[config.mk]
export PLATFORM = sky130hd
export DESIGN_NAME = spi_write_controller
export DESIGN_NICKNAME = d
export VERILOG_FILES = /design/src/rtl/spi_write_controller.sv
export SDC_FILE = /design/constraint.sdc
export NUM_CORES = 1
export LEC_CHECK = 0
export ABC_AREA = 1
export BUFFER_PORTS_ARGS = -buffer_cell sky130_fd_sc_hd__buf_2
export CAP_MARGIN = 20
export CORE_MARGIN = 5
export CORE_UTILIZATION = 50
export DETAILED_ROUTE_END_ITERATION = 8
export PLACE_DENSITY = 0.72
export SLEW_MARGIN = 40
export SYNTH_ARGS = -nofsm -noshare
export SYNTH_HDL_FRONTEND = slang
export SYNTH_SLANG_ARGS = --single-unit
[constraint.sdc]
create_clock -name clk -period 1.3 [get_ports clk]
set_clock_uncertainty 0.05 [all_clocks]
set_input_delay 0.26 -clock clk [delete_from_list [all_inputs] [get_ports clk]]
set_output_delay 0.26 -clock clk [all_outputs]
set_load 0.01 [all_outputs]
[src/rtl/spi_write_controller.sv]
// SPI mode-0 write initiator: shifts {1'b1, addr, wdata} out MSB first as one 16-bit frame.
// Every non-idle phase lasts CLK_DIV clocks; a trailing GAP keeps ncs high before done.
module spi_write_controller #(
  parameter int CLK_DIV = 4
) (
  input  logic       clk,
  input  logic       rst_n,
  input  logic       start,
  input  logic [6:0] addr,
  input  logic [7:0] wdata,
  output logic       busy,
  output logic       done,
  output logic       sclk,
  output logic       copi,
  output logic       ncs
);
  localparam int DIV_W_RAW = $clog2(CLK_DIV + 1);
  localparam int DIV_W     = (DIV_W_RAW < 1) ? 1 : DIV_W_RAW;
  localparam logic [DIV_W-1:0] DIV_LOAD = DIV_W'(CLK_DIV - 1);
  localparam logic [3:0] LAST_BIT = 4'd15;

  typedef enum logic [2:0] {
    S_IDLE,
    S_LEAD,
    S_HIGH,
    S_LOW,
    S_TRAIL,
    S_GAP
  } state_t;

  state_t           r_state;
  logic [15:0]      r_shift;
  logic [3:0]       r_bit_cnt;
  logic [DIV_W-1:0] r_div;
  logic             r_busy;
  logic             r_done;
  logic             r_sclk;
  logic             r_copi;
  logic             r_ncs;
  logic             w_phase_end;

  assign w_phase_end = (r_div == '0);

  always_ff @(posedge clk or negedge rst_n) begin
    if (!rst_n) begin
      r_state   <= S_IDLE;
      r_shift   <= '0;
      r_bit_cnt <= '0;
      r_div     <= '0;
      r_busy    <= 1'b0;
      r_done    <= 1'b0;
      r_sclk    <= 1'b0;
      r_copi    <= 1'b0;
      r_ncs     <= 1'b1;
    end else begin
      r_done <= 1'b0;
      if (r_state == S_IDLE) begin
        if (start) begin
          r_state   <= S_LEAD;
          r_shift   <= {1'b1, addr, wdata};
          r_bit_cnt <= '0;
          r_div     <= DIV_LOAD;
          r_busy    <= 1'b1;
          r_ncs     <= 1'b0;
          r_sclk    <= 1'b0;
          // The first bit on the wire is always the write flag.
          r_copi    <= 1'b1;
        end
      end else if (!w_phase_end) begin
        r_div <= r_div - 1'b1;
      end else begin
        r_div <= DIV_LOAD;
        case (r_state)
          S_LEAD: begin
            r_state <= S_HIGH;
            r_sclk  <= 1'b1;
          end
          S_HIGH: begin
            r_sclk <= 1'b0;
            if (r_bit_cnt == LAST_BIT) begin
              r_state   <= S_TRAIL;
              r_bit_cnt <= '0;
            end else begin
              // Falling edge: present the next bit so it is stable before the next rise.
              r_state   <= S_LOW;
              r_bit_cnt <= r_bit_cnt + 1'b1;
              r_shift   <= {r_shift[14:0], r_shift[15]};
              r_copi    <= r_shift[14];
            end
          end
          S_LOW: begin
            r_state <= S_HIGH;
            r_sclk  <= 1'b1;
          end
          S_TRAIL: begin
            r_state <= S_GAP;
            r_ncs   <= 1'b1;
            r_copi  <= 1'b0;
          end
          S_GAP: begin
            r_state <= S_IDLE;
            r_busy  <= 1'b0;
            r_done  <= 1'b1;
          end
          default: begin
            r_state <= S_IDLE;
          end
        endcase
      end
    end
  end

  assign busy = r_busy;
  assign done = r_done;
  assign sclk = r_sclk;
  assign copi = r_copi;
  assign ncs  = r_ncs;
endmodule
# Word-level counts from Yosys, hierarchy flattened
# Index checks and enable logic that the tools add are counted.
# totals
regBits	31
in_bits	18
output_inout_bits	5
word_cells	72
# op_classes
n_addsub	2
eq_ne	9
muxes	36
reduce_logical	16
# op_table
cell	count
two-way mux 16 bit	5
two-way mux 3 bit	7
two-way mux 4 bit	5
two-way mux 1 bit	16
AND reduction 3 bit	4
case mux 3 bit (3 select lines)	1
AND reduction 4 bit	2
nonzero test 2 bit	4
equality test 3 x 2 -> 1 bit, second input constant	2
equality test 3 bit, second input constant	2
logical NOT 3 bit	2
nonzero test 3 bit	2
adder 4 x 1 -> 4 bit, second input constant	1
equality test 4 bit, second input constant	1
inequality test 2 bit, second input constant	2
case mux 1 bit (2 select lines)	2
equality test 3 x 1 -> 1 bit, second input constant	1
inequality test 3 bit, second input constant	1
subtractor 3 x 1 -> 3 bit, second input constant	1
AND reduction 2 bit	1
OR reduction 2 bit	1

# Longest topological paths before layout
# logic_depth
word_depth	5
mapped_depth	9
ltp_nobuf	9

# Worst setup path after synthesis
# OpenSTA, ideal clock, no wires.
# synth_timing
path_kind	reg2reg
start	register r_bit_cnt[0]
end	register r_shift[15]
setup_ps	118
t_arrival_ps	1183
setup_slack_ps	-51
path_stages_with_launch	7
n_path_buf	1
synth_period_minus_slack_ps	1351
path_cell_list	dfrtp_1 ha_1 nand3_1 nand3_4 buf_4 nand3_1 nand2_1
# synth_between
elab_chain_len	3
# synth_rtl
element	line_no	text
from (decl)	33	logic [3:0] r_bit_cnt;
from (signal assigned)	86	r_bit_cnt <= r_bit_cnt + 1'b1;
equality test 4 bit	80	if (r_bit_cnt == LAST_BIT) begin
inequality test 2 bit (no line)	-	
AND reduction 4 bit (no line)	-	
to (signal assigned)	60	r_shift <= {1'b1, addr, wdata};
to (signal assigned)	87	r_shift <= {r_shift[14:0], r_shift[15]};
to (decl)	32	logic [15:0] r_shift;
# Every way passes these cells.
# A chain may end at the register's enable or synchronous reset.

# Worst setup path in the final report
# layout_timing
start	register r_state[0]
end	register r_shift[2]
# layout_between
elab_chain_len	3
# layout_rtl
element	line_no	text
from (decl)	31	state_t r_state;
from (signal assigned)	46	r_state <= S_IDLE;
from (signal assigned)	59	r_state <= S_LEAD;
from (signal assigned)	75	r_state <= S_HIGH;
equality test 3 x 2 -> 1 bit / logical NOT 3 bit (equally long branches)	73, 57	
nonzero test 2 bit (no line) / inequality test 2 bit (equally long branches)	-	
AND reduction 4 bit (no line)	-	
# Several ways; a longest one is shown, not always the timed one.

==> run_results.csv <==
group,metric,value,unit
run_status,status,"finished with violations",
run_status,failing_checks,"setup timing",
die,initial_utilization,52.2,%
synth,post_syn_area,1610,um^2
timing,setup_total_negative_slack,-1.25,ns
critical_path,max_stage_delay,0.46,ns
cts,clock_latency,0.35,ns
synth,synth.largest_area_cell,"sky130_fd_sc_hd__dfrtp_1",
die,core_area,3080,um^2
routing,via_per_instance_ratio,5.14,
cts,cts_root_buf,"sky130_fd_sc_hd__clkbuf_4",
critical_path,worst_path_max_delay_cell,"sky130_fd_sc_hd__dfrtp_2",
power_and_ir_drop,power.density_cell_area,2320,nW/um^2
routing,avgRoutedWirePerCell,13.6,um
timing,maxClockFrequency,718,MHz
critical_path,worstSetupPathType,"flip-flop to flip-flop",
die,die_span_y,66.7,um
routing,routed_wirelength,4270,um
synth,post_synthesis_instance_total,206,
timing,finalCriticalPeriod,1.39,ns
timing,hold-worst-slack,0.129,ns
power_and_ir_drop,seqPwrFrac,28.4,%
final_layout,final_cell_mix,"sky130_fd_sc_hd__nand2_1 (72), sky130_fd_sc_hd__dfrtp_1 (28), sky130_fd_sc_hd__buf_4 (28)",
final_layout,synthToLayoutAreaGrowth,47.1,%
grt,initial_antenna_violation_count,0,
final_layout,most_frequent_standard_cell_in_the_layout_excluding_fill_and_tap_cells,"sky130_fd_sc_hd__nand2_1",
synth,ys_warn_count,0,
cts,clock_tree_buffer_depth,2,
final_layout,postLayoutCoreUtil,76.7,%
critical_path,crit_path_cell_trace,"buf_6 -> inv_6 -> nand3_4 -> inv_4 -> nand3_4 -> buf_6 -> nand3_1 -> nand2_1",
critical_path,crit_path_start_kind,"flip-flop",
die,num_rows,20,
critical_path,worstPathArrival,1.57,ns
timing,maxSlewViolCount,0,
grt,global_route_usage_sum,20.3,%
synth,synth-seq-area-share,48.4,%
timing,hold_violations,0,
die,die_width,66.7,um
synth,synth_nets,227,
cts,cts_buffers,5,
timing,slew_headroom,80.3,%
final_layout,final_cell_area,2360,um^2
routing,vias,1608,
power_and_ir_drop,post-layout-total-power,5.48,mW
cts,deepest_level_of_the_cts_h_tree,2,
grt,grt_start_max_net_pins,21,
critical_path,crit_path_end_kind,"flip-flop",
cts,tritoncts,"yes",
synth,synth_top_cells_by_area,"sky130_fd_sc_hd__dfrtp_1 (47%), sky130_fd_sc_hd__nand2_1 (22%), sky130_fd_sc_hd__nand3_1 (7.8%), sky130_fd_sc_hd__o21ai_0 (3.1%), sky130_fd_sc_hd__ha_1 (2.3%)",
place,place_inst,295,
timing,final_critical_path_setup_slack,-0.0935,ns
synth,per_instance_average_area_after_synthesis,7.79,um^2
grt,remaining_overflow_grt,0,
run,maxCapViolCount,0,
cts,clkTransAtPathRegs,0.11,ns
final_layout,final_nets,289,
place,dp.final_hpwl,2650,um
synth,synth_cell_type_count,25,
timing,timing.final.crit_share,107,%
place,placed_area,1980,um^2
final_layout,final_layout_size_suffix_gt1_share,44.6,%
place,buffer_ports.inserted,22,
timing,worst-slew-pin-transition,0.295,ns
grt,grt_pass1_wl,6750,um
final_layout,diodes,0,
power_and_ir_drop,total_leakage_power,1.25,nW
power_and_ir_drop,worst_ir_drop_vdd,0.00115,V
die,io_pins,23,
final_layout,layout.cells.non_filler,313,
critical_path,timing.reg2reg.worst_path_depth,8,
power_and_ir_drop,power.share.clock,14.9,%
power_and_ir_drop,switchingPower,2.25,mW
place,pre_cts_ws,-0.0856,ns
place,gpl.final_weighted_congestion,0.834,
final_layout,fillers,215,
critical_path,worst-path-max-fanout,9,
hold_path,hold_depth,5,
timing,setup_viol,26,
cts,clkSinkCount,31,
routing,residual_drc_count,0,
power_and_ir_drop,switching_share,41.1,%
hold_path,hold_path_class,"primary input to flip-flop",
power_and_ir_drop,power.internal,3.22,mW
critical_path,wp_data_required,1.48,ns
power_and_ir_drop,power_frac_comb,56.7,%
routing,detailedRoute.firstPassIterationCount,4,
routing,count_of_nets_left_with_antenna_violations_after_detail_routing,0,
routing,drt_first_iter_violations,97,
synth,synth.top_cell.area_share,46.8,%
grt,grt_pass1_vias,1517,
synth,synth.ff_latch_count,31,
die,floorplan.die_area,4440,um^2
timing,rsz0062_at_grt,"true",
## final timing paths
kind | slack [ns] | startpoint | end
setup / recovery | -0.09 | r_state[0] | r_shift[2]
min in group asynchronous | 0.27 | rst_n | sclk
hold reg to reg | 0.43 | copi | copi
hold / removal | 0.13 | wdata[7] | r_shift[7]
setup reg to reg | -0.09 | r_state[0] | r_shift[2]
max in group asynchronous | 0.46 | rst_n | ncs
## registers in the layout (all words and copies together), names as in the netlist
register	flops
ncs	1
r_bit_cnt	4
done	1
copi	1
r_shift	16
busy	1
r_state	3
r_div	3
sclk	1
## logic make-up (layout without fill, tap and decap cells)
kind of cell	count (synthesis)	after routing	share of synthesized area (%)
AND/OR/NAND/NOR	135	135	36.7
XOR/XNOR	2	2	1.09
adder cells (fa/ha/maj)	3	3	2.34
flip-flops	31	31	48.4
AO/OA/AOI/OAI	15	15	4.75
buffers and inverters	20	83	6.70
## layer usage
| metal | part of all wire (%) | GRT usage (%) | routed length (um) |
|---|---|---|---|
| met3 | 6.2 | 4.38 | 265 |
| met2 | 50 | 34.5 | 2150 |
| met4 | 3.6 | 8.38 | 152 |
| met1 | 40 | 24.7 | 1700 |
| met5 | 0 | 0 | 0 |
## cell type report
class | instances | area (um^2) | area share, %
inverters | 13 | 61.3 | 2.60
clock buffers | 6 | 51.3 | 2.17
clock inverters | 2 | 35.0 | 1.48
repair buffers | 62 | 503 | 21.3
multi-input cells | 155 | 876 | 37.1
flip-flops and latches | 31 | 779 | 33.0
well taps | 44 | 55.1 | 2.33
## worst max-delay path: cells and delay by family, from the launching register on
family,cells,cell delay [ns]
DFF,1,0.46
and+or+nand+nor,4,0.31
buffers and inverters,4,0.44
## power by group through the flow
stage | sequential [mW] | clock, mW | combinational, mW
6_report | 1.55 | 0.817 | 3.10
5_1_grt | 1.58 | 0.872 | 3.42
4_1_cts | 1.54 | 0.815 | 2.77
3_5_place_dp | 1.53 | 0 | 2.33
3_3_place_gp | 1.52 | 0 | 2.27
2_1_floorplan | 1.53 | 0 | 1.43
## synthesized netlist by cell type
library cell and n:
sky130_fd_sc_hd__dfstp_2 1, sky130_fd_sc_hd__xnor2_1 1, sky130_fd_sc_hd__buf_4 2, sky130_fd_sc_hd__or2_1 1
sky130_fd_sc_hd__nor3_1 2, sky130_fd_sc_hd__o22ai_1 1, sky130_fd_sc_hd__xor2_1 1, sky130_fd_sc_hd__inv_2 5
sky130_fd_sc_hd__or2_2 1, sky130_fd_sc_hd__buf_2 2, sky130_fd_sc_hd__nand3_4 1, sky130_fd_sc_hd__o21ai_1 2
sky130_fd_sc_hd__nand3_1 25, sky130_fd_sc_hd__buf_6 3, sky130_fd_sc_hd__nand2_1 94, sky130_fd_sc_hd__nand3_2 2
sky130_fd_sc_hd__ha_1 3, sky130_fd_sc_hd__o21ai_0 10, sky130_fd_sc_hd__nand2_2 3, sky130_fd_sc_hd__nand2_4 1
sky130_fd_sc_hd__inv_1 8, sky130_fd_sc_hd__nor2_2 1, sky130_fd_sc_hd__dfrtp_1 30, sky130_fd_sc_hd__a21oi_1 2
sky130_fd_sc_hd__nor2_1 4
## repair_timing
action | 4_1_cts | 5_1_grt
cloned | 1 | 0
endpoints found under the setup margin | 28 | 30
hold buffers | 1 | 0
resized for setup | 35 | 32
endpoints found under the hold margin | 11 | 0
setup buffers | 4 | 4
pin swaps | 5 | 7
No activity file was read; power rests on OpenSTA's default activity.
